<file path="config.mk">
export PLATFORM = sky130hd
export DESIGN_NAME = tap_controller
export DESIGN_NICKNAME = d
export VERILOG_FILES = /design/src/rtl/tap_controller.sv
export SDC_FILE = /design/constraint.sdc
export NUM_CORES = 1
export LEC_CHECK = 0
export CAP_MARGIN = 5
export CORE_UTILIZATION = 51
export DETAILED_ROUTE_END_ITERATION = 10
export PLACE_DENSITY = 0.7
export REMOVE_ABC_BUFFERS = 1
export SLEW_MARGIN = 15
export SYNTH_ARGS = -nofsm -noshare
export SYNTH_HDL_FRONTEND = slang
export SYNTH_SLANG_ARGS = --single-unit
export TNS_END_PERCENT = 30
</file>
<file path="constraint.sdc">
create_clock -name TCK -period 2.26 [get_ports TCK]
set_input_delay 0.565 -clock TCK [delete_from_list [all_inputs] [get_ports TCK]]
set_output_delay 0.565 -clock TCK [all_outputs]
set_load 0.02 [all_outputs]
</file>
<file path="src/rtl/tap_controller.sv">
`default_nettype none
// ============================================================================
// Module   : tap_controller
// Brief    : IEEE 1149.1 TAP controller with 2-bit IR, IDCODE and BYPASS
//            registers, and gated ClockDR/UpdateDR for an external boundary chain.
// Revision : 1.0 - initial release
// ============================================================================
module tap_controller #(
    parameter logic [31:0] IDCODE_VAL = 32'h1000_0001
) (
    input  logic TCK,
    input  logic TRST_N,
    input  logic TMS,
    input  logic TDI,
    input  logic bsr_tdo,
    output logic ShiftDR,
    output logic ClockDR,
    output logic UpdateDR,
    output logic Mode,
    output logic TDO,
    output logic TDO_EN
);

    localparam logic [3:0] c_TLR    = 4'h0;
    localparam logic [3:0] c_RTI    = 4'h1;
    localparam logic [3:0] c_SEL_DR = 4'h2;
    localparam logic [3:0] c_CAP_DR = 4'h3;
    localparam logic [3:0] c_SH_DR  = 4'h4;
    localparam logic [3:0] c_EX1_DR = 4'h5;
    localparam logic [3:0] c_PAU_DR = 4'h6;
    localparam logic [3:0] c_EX2_DR = 4'h7;
    localparam logic [3:0] c_UPD_DR = 4'h8;
    localparam logic [3:0] c_SEL_IR = 4'h9;
    localparam logic [3:0] c_CAP_IR = 4'hA;
    localparam logic [3:0] c_SH_IR  = 4'hB;
    localparam logic [3:0] c_EX1_IR = 4'hC;
    localparam logic [3:0] c_PAU_IR = 4'hD;
    localparam logic [3:0] c_EX2_IR = 4'hE;
    localparam logic [3:0] c_UPD_IR = 4'hF;

    localparam logic [1:0] c_IR_EXTEST  = 2'b00;
    localparam logic [1:0] c_IR_SAMPLE  = 2'b01;
    localparam logic [1:0] c_IR_IDCODE  = 2'b10;
    localparam logic [1:0] c_IR_BYPASS  = 2'b11;

    logic [3:0]  r_state;
    logic [3:0]  w_next_state;
    logic [1:0]  r_ir_sh;
    logic [1:0]  r_ir;
    logic        r_bypass;
    logic [31:0] r_id;
    logic        r_shift_dr;
    logic        r_clk_en;
    logic        r_upd_en;
    logic        r_tdo;
    logic        r_tdo_en;
    logic        w_bsr_sel;

    // EXTEST and SAMPLE_PRELOAD both route the boundary chain
    assign w_bsr_sel = (r_ir == c_IR_EXTEST) || (r_ir == c_IR_SAMPLE);

    always_comb begin
        w_next_state = c_TLR;
        case (r_state)
            c_TLR:    w_next_state = TMS ? c_TLR    : c_RTI;
            c_RTI:    w_next_state = TMS ? c_SEL_DR : c_RTI;
            c_SEL_DR: w_next_state = TMS ? c_SEL_IR : c_CAP_DR;
            c_CAP_DR: w_next_state = TMS ? c_EX1_DR : c_SH_DR;
            c_SH_DR:  w_next_state = TMS ? c_EX1_DR : c_SH_DR;
            c_EX1_DR: w_next_state = TMS ? c_UPD_DR : c_PAU_DR;
            c_PAU_DR: w_next_state = TMS ? c_EX2_DR : c_PAU_DR;
            c_EX2_DR: w_next_state = TMS ? c_UPD_DR : c_SH_DR;
            c_UPD_DR: w_next_state = TMS ? c_SEL_DR : c_RTI;
            c_SEL_IR: w_next_state = TMS ? c_TLR    : c_CAP_IR;
            c_CAP_IR: w_next_state = TMS ? c_EX1_IR : c_SH_IR;
            c_SH_IR:  w_next_state = TMS ? c_EX1_IR : c_SH_IR;
            c_EX1_IR: w_next_state = TMS ? c_UPD_IR : c_PAU_IR;
            c_PAU_IR: w_next_state = TMS ? c_EX2_IR : c_PAU_IR;
            c_EX2_IR: w_next_state = TMS ? c_UPD_IR : c_SH_IR;
            c_UPD_IR: w_next_state = TMS ? c_SEL_DR : c_RTI;
            default:  w_next_state = c_TLR;
        endcase
    end

    // Rising-edge domain: state, shift stages and update-pulse enable
    always_ff @(posedge TCK or negedge TRST_N) begin
        if (!TRST_N) begin
            r_state    <= c_TLR;
            r_ir_sh    <= 2'b01;
            r_bypass   <= 1'b0;
            r_id       <= IDCODE_VAL;
            r_shift_dr <= 1'b0;
            r_upd_en   <= 1'b0;
        end else begin
            r_state    <= w_next_state;
            r_shift_dr <= (w_next_state == c_SH_DR);
            r_upd_en   <= (w_next_state == c_UPD_DR) && w_bsr_sel;
            case (r_state)
                c_CAP_IR: r_ir_sh <= 2'b01;
                c_SH_IR:  r_ir_sh <= {TDI, r_ir_sh[1]};
                c_CAP_DR: begin
                    if (r_ir == c_IR_BYPASS) r_bypass <= 1'b0;
                    if (r_ir == c_IR_IDCODE) r_id     <= IDCODE_VAL;
                end
                c_SH_DR: begin
                    if (r_ir == c_IR_BYPASS) r_bypass <= TDI;
                    if (r_ir == c_IR_IDCODE) r_id     <= {TDI, r_id[31:1]};
                end
                default: ;
            endcase
        end
    end

    // Falling-edge domain: active IR, TDO and the ClockDR enable
    always_ff @(negedge TCK or negedge TRST_N) begin
        if (!TRST_N) begin
            r_ir     <= c_IR_IDCODE;
            r_clk_en <= 1'b0;
            r_tdo    <= 1'b0;
            r_tdo_en <= 1'b0;
        end else begin
            r_clk_en <= ((r_state == c_CAP_DR) || (r_state == c_SH_DR)) && w_bsr_sel;
            if (r_state == c_TLR) begin
                r_ir <= c_IR_IDCODE;
            end else if (r_state == c_UPD_IR) begin
                r_ir <= r_ir_sh;
            end
            case (r_state)
                c_SH_IR: begin
                    r_tdo    <= r_ir_sh[0];
                    r_tdo_en <= 1'b1;
                end
                c_SH_DR: begin
                    r_tdo_en <= 1'b1;
                    case (r_ir)
                        c_IR_IDCODE: r_tdo <= r_id[0];
                        c_IR_BYPASS: r_tdo <= r_bypass;
                        default:     r_tdo <= bsr_tdo;
                    endcase
                end
                default: begin
                    r_tdo    <= 1'b0;
                    r_tdo_en <= 1'b0;
                end
            endcase
        end
    end

    // Enables only change while the gating clock phase is inactive
    assign ClockDR  = TCK & r_clk_en;
    assign UpdateDR = ~TCK & r_upd_en;
    assign ShiftDR  = r_shift_dr;
    assign Mode     = (r_ir == c_IR_EXTEST);
    assign TDO      = r_tdo;
    assign TDO_EN   = r_tdo_en;

endmodule
`default_nettype wire
</file>
======== Word level (Yosys, flattened, before mapping) ========
Index checks and enable logic that the tools add are counted.
word-level totals
  logic and storage cells ................. 77
  flip-flop bits (word level) ............. 46
  input port bits ......................... 5
  output and inout bits ................... 6
cells by class
  bitwise gates (word level) .............. 3
  equality and inequality tests ........... 24
  mux-type cells .......................... 25
  reductions and logical operators ........ 15
operator list
  operator              number
  $mux W32              2
  $pmux W32 S2          1
  $pmux W4 S12          1
  $eq A4 B4 Y1 const B  9
  $eq A4 B3 Y1 const B  5
  $mux W4               4
  $mux W2               5
  $eq A4 B2 Y1 const B  2
  $ne A2 B2 Y1 const B  4
  $mux W1               6
  $mux W3               2
  $pmux W1 S2           3
  $reduce_and A3 Y1     2
  $reduce_bool A2 Y1    3
  $reduce_or A2 Y1      3
  $eq A2 B2 Y1 const B  2
  $eq A4 B1 Y1 const B  1
  $logic_not A4 Y1      1
  $pmux W2 S2           1
  $reduce_or A3 Y1      1
  $and A1 B1 Y1         2
  $eq A2 B1 Y1 const B  1
  $logic_and A1 B1 Y1   2
  $logic_not A2 Y1      1
  other kinds (2)       3

======== Logic depth before layout (Yosys ltp) ========
  depth after elaboration ................. 5
  mapped depth ............................ 5
  gate-level depth less buffers ........... 3

==> results.txt <==
The run finished, with violations left. The final reports fail on setup timing. The clock input transition at the sequential cells of the worst setup and hold paths is 0.09 ns.

The top cell types in the final layout, fill and taps aside, are dfrtp_1, a22o_1, buf_4. The share of async-settable or async-resettable flops after synthesis came out at 1.00. The floorplan step defined a die boundary enclosing 4170 um^2.

STA puts the critical path data required time at 1.69 ns. Count of different cell masters after synthesis: 45. The proportion of synthesized chip area in sequential cells was 0.579. The logs give 22 for the site row count and 3720 um^2 for the area of the core.

The first detailed-routing pass ran for 4 iterations. Along the worst hold path, the cell count comes to 2. The aggregate global-route resource usage came out at 0.238. At the end of routability-driven placement, the weighted congestion stood at 0.813. The most used flip-flop cell after synthesis is dfrtp_1.

After legalization and detailed placement, the total HPWL measured 2320 um. The worst setup margin came out at -0.627 ns. The number of synthesis warnings was 0; the highest fanout seen on the critical path was 3. For the number of cells produced by synthesis, the log shows 165. On the final layout, the worst clock skew is 0.0722 ns.

Buffers placed on the I/O ports in this run total 10. Setup repair after global routing could not meet its margin everywhere. Timing analysis after detailed placement gives a worst setup slack of -0.527 ns.

The final number of max-transition violations is 0. The die outline width is 64.6 um, and the maximum number of pins on one net before global-route repair is 38. STA classifies the critical path endpoint as an output port. The initial antenna violation count was 0; the number of global-route vias before repair was 1497.

In the final routed layout, each cell accounts on average for 17.1 um. The via count came out at 1434. Summed over all layers, the global routing overflow is 0.

For this design the ratio of total power to cell area is 1230 nW/um^2. The number of synthesized register bits is 46, and the later-pin clock latency in the skew report is 0.47 ns. In this run, the number of DRC markers left after iteration 0 of detailed routing was 197.

The remaining antenna violation count is 0, and the max capacitance violation total is 0. The die is 64.6 um tall. The commonest non-fill, non-tap cell in the layout was dfrtp_1. For the final hold slack, the log shows 0.484 ns. The repair_antennas step left the layout with diodes totalling 0. 11 I/O pins were placed. The worst max-slew margin expressed relative to the limit is 0.693, and the static power due to leakage is 0.00115 uW.

The final layout contains 198 nets. In this run, synthesis inferred 0 flip-flops with an integrated enable. After routing the design area is 2460 um^2.

The number of failing hold endpoints at the final stage was 0. The tools report the initial standard-cell utilization of the core as 0.538. For this run, design rule violations remaining after detail routing come to 0. The worst setup path is launched from a flop.

The classification of the worst setup path was reg2out. The design draws 3020 uW. Data on the critical path arrives at its endpoint at 2.32 ns. The proportion of layout cells with a drive suffix above 1 works out to 0.277. The worst hold path class was reg2reg. Wire length of the first global-routing pass: 7160 um. The slew at the pin closest to its max-slew limit is 0.460 ns.

In the routed layout, each cell is associated on average with a via count of 5.90. TritonCTS built the clock tree. The logs give 2180 um^2 for the area after detailed placement and 2000 um^2 for the area of the mapped netlist.

After synthesis, the mean cell area works out to 12.1 um^2. Counting cells, the worst reg-to-reg path comes to 6. After detailed routing, the total wire length is 4160 um. Setup violations remaining at the end of the flow were counted as 38. From synthesis to final layout, the design area changed by 23.4%.

The worst-case IR drop observed on VDD is 534 uV.
[sequential cells by signal, summed over array words and instances, names as in the netlist]
name / count
ShiftDR: 1
TDO: 1
TDO_EN: 1
r_bypass: 1
r_clk_en: 1
r_id: 32
r_ir: 2
r_ir_sh: 2
r_state: 4
r_upd_en: 1
[cells in the mapped netlist, types with 2 or more instances]
cell type	n	area share
dfrtn_1	4	0.050
nand3_1	4	0.010
clkbuf_1	3	0.0056
dfstp_2	4	0.053
nand3b_1	2	0.0075
inv_1	8	0.015
a21oi_1	3	0.0075
nor3b_1	2	0.0075
or3b_1	2	0.0088
dfrtp_1	38	0.48
nand2_1	10	0.019
a22o_1	28	0.12
buf_6	3	0.017
o21ai_0	5	0.013
nand2b_1	6	0.019
a22oi_1	3	0.011
nor2_1	6	0.011
a22o_2	2	0.010
buf_2	6	0.015
[final cells by class]
class | instances | area [um^2]
Timing Repair Buffer | 26 | 265
Clock inverter | 4 | 25.0
Sequential cell | 46 | 1160
Clock buffer | 12 | 144
Multi-Input combinational cell | 100 | 786
Tap cell | 48 | 60.1
Inverter | 7 | 26.3
Fill cell | 288 | 1250
[per-layer routing]
layer,up-vias,part of all wire,global-route usage
li1,662,-,-
met1,733,0.47,0.313
met2,28,0.47,0.332
met3,11,0.033,0.0880
met4,0,0.019,0.144
met5,-,0,0
[critical path, stage by stage, from the launching register on]
cell	delay [ns]
dfstp_2	0.53
nor2_1	0.04
buf_4	0.15
[what timing repair did]
item | in CTS | in global routing
buffers inserted | 1 | 2
gates cloned | 3 | 1
endpoints found under the hold margin | 2 | 0
pin swaps | 18 | 16
hold buffers | 1 | 0
gates resized for setup | 34 | 4
endpoints found under the setup margin | 40 | 40
[power by group]
group          internal, uW  total, uW  switching [uW]  leakage [uW]
logic                   562       1150             586      0.000441
clock network           379        717             338     0.0000978
registers              1000       1160             154      0.000615
[path summary, 6_finish.rpt]
kind	from	end	slack, ns
worst max-delay path	r_ir[1]$_DFFE_NN1P_	Mode	-0.63
min in group asynchronous	TRST_N	r_ir_sh[1]$_DFFE_PN0P_	0.53
max in group asynchronous	TRST_N	r_ir[1]$_DFFE_NN1P_	0.40
worst max register to register	r_ir[1]$_DFFE_NN1P_	r_id[2]$_DFFE_PN0P_	-0.61
worst min register to register	r_id[0]$_DFFE_PN1P_	r_id[0]$_DFFE_PN1P_	0.48
worst min-delay path	r_id[0]$_DFFE_PN1P_	r_id[0]$_DFFE_PN1P_	0.48
[cell families after synthesis]
logic type,synth area share
buffers and inverters,0.0545
flip-flops,0.579
multiplexers,0.0106
AO/OA/AOI/OAI,0.226
XOR/XNOR,0.00438
AND/OR/NAND/NOR,0.126
[stage by stage]
| step | instances | TNS, ns | util |
|---|---|---|---|
| finish | 243 | -19.88 | 0.663 |
| global route | 243 | -20.87 | 0.663 |
| CTS | 241 | -19.37 | 0.658 |
| detailed placement | 223 | -18.14 | 0.588 |
| global placement | 223 | -17.02 | 0.588 |
| floorplan | 152 | -16.23 | - |
No activity file was read; power rests on OpenSTA's default activity.
